File: src/rtl/oric_tap_player.sv
// Replays a TAP image from the tape buffer RAM as an Oric fast-format cassette waveform.
// Each byte is framed as start, 8 data bits (LSB first), odd parity and stop bits; each bit is a high/low pulse pair.
module oric_tap_player #(
  parameter int ADDR_W    = 16,
  parameter int T_SHORT   = 4992,
  parameter int T_LONG    = 9984,
  parameter int STOP_BITS = 4
) (
  input  logic              clk_sys,
  input  logic              reset,
  input  logic              play,
  input  logic              stop,
  input  logic              pause,
  input  logic [ADDR_W-1:0] tape_len,
  output logic [ADDR_W-1:0] mem_addr,
  output logic              mem_rd,
  input  logic [7:0]        mem_data,
  output logic              tape_out,
  output logic              busy,
  output logic              done
);

  localparam int FRAME_W = 10 + STOP_BITS;
  localparam int CNT_W   = $clog2(T_LONG + 1);
  localparam int IDX_W   = $clog2(FRAME_W);

  localparam logic [CNT_W-1:0] SHORT_LOAD = CNT_W'(T_SHORT - 1);
  localparam logic [CNT_W-1:0] LONG_LOAD  = CNT_W'(T_LONG - 1);
  localparam logic [IDX_W-1:0] LAST_IDX   = IDX_W'(FRAME_W - 1);

  typedef enum logic [2:0] {
    S_IDLE  = 3'd0,
    S_FETCH = 3'd1,
    S_LOAD  = 3'd2,
    S_HI    = 3'd3,
    S_LO    = 3'd4,
    S_DONE  = 3'd5
  } state_t;

  state_t             state_r;
  logic [ADDR_W-1:0]  len_r;
  logic [CNT_W-1:0]   cnt_r;
  logic [IDX_W-1:0]   idx_r;
  logic [FRAME_W-1:0] frame_r;
  logic [ADDR_W-1:0]  addr_next_s;

  function automatic logic odd_parity(input logic [7:0] data);
    return ~^data;
  endfunction

  assign addr_next_s = mem_addr + ADDR_W'(1'b1);

  // Playback FSM: byte fetch, frame shifting, half-cycle timing and all registered outputs.
  always_ff @(posedge clk_sys or posedge reset) begin
    if (reset) begin
      state_r  <= S_IDLE;
      len_r    <= '0;
      cnt_r    <= '0;
      idx_r    <= '0;
      frame_r  <= '0;
      mem_addr <= '0;
      mem_rd   <= 1'b0;
      tape_out <= 1'b0;
      busy     <= 1'b0;
      done     <= 1'b0;
    end else if (stop && (state_r != S_IDLE)) begin
      state_r  <= S_IDLE;
      mem_rd   <= 1'b0;
      tape_out <= 1'b0;
      busy     <= 1'b0;
      done     <= 1'b0;
    end else begin
      case (state_r)
        S_IDLE: begin
          done <= 1'b0;
          // stop in the same cycle cancels the request
          if (play && !stop) begin
            if (tape_len != '0) begin
              len_r    <= tape_len;
              mem_addr <= '0;
              mem_rd   <= 1'b1;
              busy     <= 1'b1;
              state_r  <= S_FETCH;
            end else begin
              done    <= 1'b1;
              state_r <= S_DONE;
            end
          end
        end
        S_FETCH: begin
          mem_rd  <= 1'b0;
          state_r <= S_LOAD;
        end
        S_LOAD: begin
          frame_r  <= {{STOP_BITS{1'b1}}, odd_parity(mem_data), mem_data, 1'b0};
          idx_r    <= '0;
          cnt_r    <= SHORT_LOAD;
          tape_out <= 1'b1;
          state_r  <= S_HI;
        end
        S_HI: begin
          if (!pause) begin
            if (cnt_r == '0) begin
              tape_out <= 1'b0;
              cnt_r    <= frame_r[0] ? SHORT_LOAD : LONG_LOAD;
              state_r  <= S_LO;
            end else begin
              cnt_r <= cnt_r - 1'b1;
            end
          end
        end
        S_LO: begin
          if (!pause) begin
            if (cnt_r != '0) begin
              cnt_r <= cnt_r - 1'b1;
            end else if (idx_r != LAST_IDX) begin
              idx_r    <= idx_r + 1'b1;
              frame_r  <= {1'b0, frame_r[FRAME_W-1:1]};
              cnt_r    <= SHORT_LOAD;
              tape_out <= 1'b1;
              state_r  <= S_HI;
            end else begin
              mem_addr <= addr_next_s;
              // termination on equality means the address never wraps
              if (addr_next_s == len_r) begin
                done    <= 1'b1;
                busy    <= 1'b0;
                state_r <= S_DONE;
              end else begin
                mem_rd  <= 1'b1;
                state_r <= S_FETCH;
              end
            end
          end
        end
        S_DONE: begin
          done    <= 1'b0;
          state_r <= S_IDLE;
        end
        default: begin
          state_r <= S_IDLE;
        end
      endcase
    end
  end

endmodule

File: config.mk
export PLATFORM = sky130hd
export DESIGN_NAME = oric_tap_player
export DESIGN_NICKNAME = d
export VERILOG_FILES = /design/src/rtl/oric_tap_player.sv
export SDC_FILE = /design/constraint.sdc
export NUM_CORES = 1
export LEC_CHECK = 0
export CAP_MARGIN = 20
export CORE_MARGIN = 5
export CORE_UTILIZATION = 40
export CTS_CLUSTER_SIZE = 24
export DETAILED_ROUTE_END_ITERATION = 10
export PLACE_DENSITY = 0.57
export SYNTH_ARGS = -nofsm -noshare
export SYNTH_HDL_FRONTEND = slang
export SYNTH_SLANG_ARGS = --single-unit
File: constraint.sdc
create_clock -name clk_sys -period 6.5 [get_ports clk_sys]
set_input_delay 1.3 -clock clk_sys [delete_from_list [all_inputs] [get_ports clk_sys]]
set_output_delay 1.3 -clock clk_sys [all_outputs]
set_load 0.005 [all_outputs]
==> metrics.md <==
| Metric | Value |
|---|---|
| Design Power | 1.35 mW |
| Largest net degree at the start of global routing | 72 |
| Layout cell share with drive strength beyond 1 | just under 10% |
| Post-synthesis average cell area | 8.74 um^2 |
| Tcrit/Tclk final | between 50% and 60% |
| Number of synthesized flops with an enable pin | 0 |
| Pwr dens | 271 nW/um^2 |
| Most numerous cell in the Yosys netlist | dfrtp_1 |
| Setup crit end kind | register |
| H-tree levels | 3 |
| Worst-case clock buffer depth | 2 |
| Worst setup SP type | register |
| DRT Pass-1 Iters | 4 |
| Cell row count | 37 |
| Vias per cell | 5.65 |
| CTS tree | done |
| Total gr overflow | 0 |
| Post-DRT Antenna Nets | 0 |
| Worst skew pair latency | ~0.36 ns |
| Clock root cell | clkbuf_8 |
| Worst path required time | 6.77 ns |
| IO Count | 49 |
| CTS sink cnt | 71 |
| Initial Util | a little over 40% |
| # setup viols final | 0 |
| Yosys reg bits | about 70 |
| Syn Std Cell Area | 4250 um^2 |
| Top layer in use | met4 |
| Clock-pin transition on the worst setup and hold timing paths | approximately 0.09 ns |
| DIE HEIGHT | 113 um |
| Nets | 558 |
| FFs w/ async S/R, synth | 100% |
| Slew Viols, Final | 0 |
| Average wire per standard cell | roughly 16 um |
| # DRC | 0 |
| Detailed router's first-iteration violation count | 217 |
| Unrepaired setup endpoints after global routing | false |
| Biggest area consumer among synthesized cells | dfrtp_1 |
| GRT Total Usage | between 10% and 20% |
| DP Wirelength | 7740 um |
| Number of buffers created by CTS | 9 |
| HP Class | register to register |
| Top cell type's share of synthesized area | between 40% and 50% |
| Worst Tran Pin Value | 0.936 ns |
| Synth top area cells | dfrtp_1, o21ai_0, nand2_1 |
| Register area | ~1800 um^2 |
| Synth top cells by count | dfrtp_1, nand2_1, o21ai_0 |
| Multi-input gate area | 2310 um^2 |
| Fin Clk Skew | between 0.01 and 0.015 ns |
| Status | completed |
| Met2 Wirelength | 4930 um |
| Area growth syn-to-layout | 17.7% |
| Cts hold-fix bufs | 0 |
| YS warnings | 0 |
| Worst setup path category | register to register |
| Worst VDD drop | between 0.1 and 0.15 mV |
| Initial antenna violation count | 0 |
| Pleak | 1.93 nW |
| Vias | 3,762 |
| Fillers | 1,027 |
| Maxcap violations | 0 |
| Post-Synthesis Cells | between 400 and 500 |
| Maximum fanout along the worst path | 15 |
| PortBufs | 48 |
| Die width | 113 um |
| Core footprint | ~10,000 um^2 |
| Post_cts resized | 0 |
| Syn nets | 519 |
| Tmin final | between 3 and 4 ns |
| Gpl congestion | between 0.8 and 0.9 |
| Final WL | 10,700 um |
| M1 WL | roughly 5200 um |
| First-pass GRT wire length | 18,200 um |
| Total die area | between 10,000 and 15,000 um^2 |
| Max Clk Rate | between 200 and 300 MHz |
| Predominant post-synthesis flop cell | dfrtp_1 |
| Worst endpoint data arrival time | 3.68 ns |
| Slew margin rel. | 37.6% |
| Vias in the first global route | about 3,600 |
| Register area share after synthesis | 41.9% |
| Distinct cells, synth | 60 |
| Postcts setup bufs | 0 |
| Final hold violations | 0 |
| Setup TNS | 0 ns |
| # diodes | 0 |
| Metal3 WL | approximately 440 um |
## worst max-delay path, cell delays in order (launching register included)
cell	delay (ns)
dfrtp_1	0.44
inv_1	0.08
ha_1	0.17
or3b_1	0.41
or4_1	0.73
or3_1	0.51
a21boi_1	0.49
buf_4	0.30
nor2_1	0.06
a31oi_1	0.13
## worst paths after layout
check | startpoint | end | slack, ns | depth (start not counted)
hold / removal | frame_r[11]$_DFFE_PP0P_ | frame_r[11]$_DFFE_PP0P_ | 0.47 | 2
hold reg to reg | frame_r[11]$_DFFE_PP0P_ | frame_r[11]$_DFFE_PP0P_ | 0.47 | 2
setup reg to reg | cnt_r[0]$_DFFE_PP0P_ | frame_r[3]$_DFFE_PP0P_ | 3.10 | 9
max in group asynchronous | reset | cnt_r[6]$_DFFE_PP0P_ | 4.35 | 3
min in group asynchronous | reset | mem_addr[7]$_DFFE_PP0P_ | 1.55 | 3
setup / recovery | cnt_r[0]$_DFFE_PP0P_ | frame_r[3]$_DFFE_PP0P_ | 3.10 | 9
## layer usage
layer	track usage [%]	vias up
li1	-	1846
met1	24.7	1813
met2	26.7	87
met3	4.12	16
met4	3.45	0
met5	0	-
## state kept, by name (all words and copies together) (netlist names)
register / count
len_r: 16
mem_addr: 16
cnt_r: 14
frame_r: 14
idx_r: 4
state_r: 3
busy: 1
done: 1
mem_rd: 1
tape_out: 1
## layout by cell type (no fill, tap or decap), drive strengths merged, types with 2 or more instances in the layout
cell           synthesis  layout
nand4                 11      11
a211oi                 6       6
nor2b                  4       4
dfrtp                 71      71
nand2                 59      59
buf                   11       4
xor2                  12      12
o221ai                 2       2
a21boi                 2       2
and4                   3       3
ha                     4       4
nand3b                 3       3
or3                    4       4
a21oi                 21      21
o211ai                 2       2
nor2                  50      50
a21o                   2       2
nand2b                 7       7
xnor2                 16      16
nor4                   9       9
o31ai                  5       5
nor3b                  2       2
nor3                  17      17
clkinv                 0       2
clkinvlp               0       2
a2111oi                3       3
inv                   13      16
o22a                   2       2
mux2                  16      16
or4                    4       4
clkbuf                13       9
o41ai                  4       4
nand3                 14      14
o22ai                  5       5
or2                    5       5
a31oi                 10      10
o21ai                 59      59
or3b                   3       3
clkdlybuf4s50          0      48
## area by class of cell
type / instances / share of cell area [%]
Clock inverter: 7 / 1.10
Tap cell: 136 / 3.40
Timing Repair Buffer: 52 / 10.2
Inverter: 13 / 0.976
Sequential cell: 71 / 35.5
Clock buffer: 9 / 2.48
Multi-Input combinational cell: 378 / 46.3
## logic make-up (layout without fill, tap and decap cells)
| logic type | count (synthesis) | after routing | share of synthesized area, % |
|---|---|---|---|
| AND/OR/NAND/NOR | 197 | 197 | 23.9 |
| AO/OA/AOI/OAI | 132 | 132 | 19.0 |
| flip-flops | 71 | 71 | 41.9 |
| buffers and inverters | 37 | 81 | 3.65 |
| XOR/XNOR | 28 | 28 | 5.95 |
| multiplexers | 17 | 17 | 4.48 |
| adder cells (fa/ha/maj) | 4 | 4 | 1.18 |
## metrics by stage
step / setup WS [ns] / hold WS [ns] / instance area, um^2 / cells / util [%]
floorplan: 3.40 / 0.433 / 4250 / 486 / -
global placement: 2.57 / 0.448 / 4810 / 649 / 46.6
detailed placement: 2.50 / 0.454 / 4810 / 649 / 46.6
CTS: 2.86 / 0.474 / 4990 / 665 / 48.3
global route: 2.80 / 0.499 / 5000 / 666 / 48.4
finish: 3.10 / 0.471 / 5000 / 666 / 48.4
## power by group
| group | switching (mW) | internal, mW |
|---|---|---|
| combinational | 0.167 | 0.180 |
| clock | 0.191 | 0.142 |
| sequential | 0.116 | 0.557 |
| total | 0.474 | 0.879 |
(Power assumes the default switching activity.)
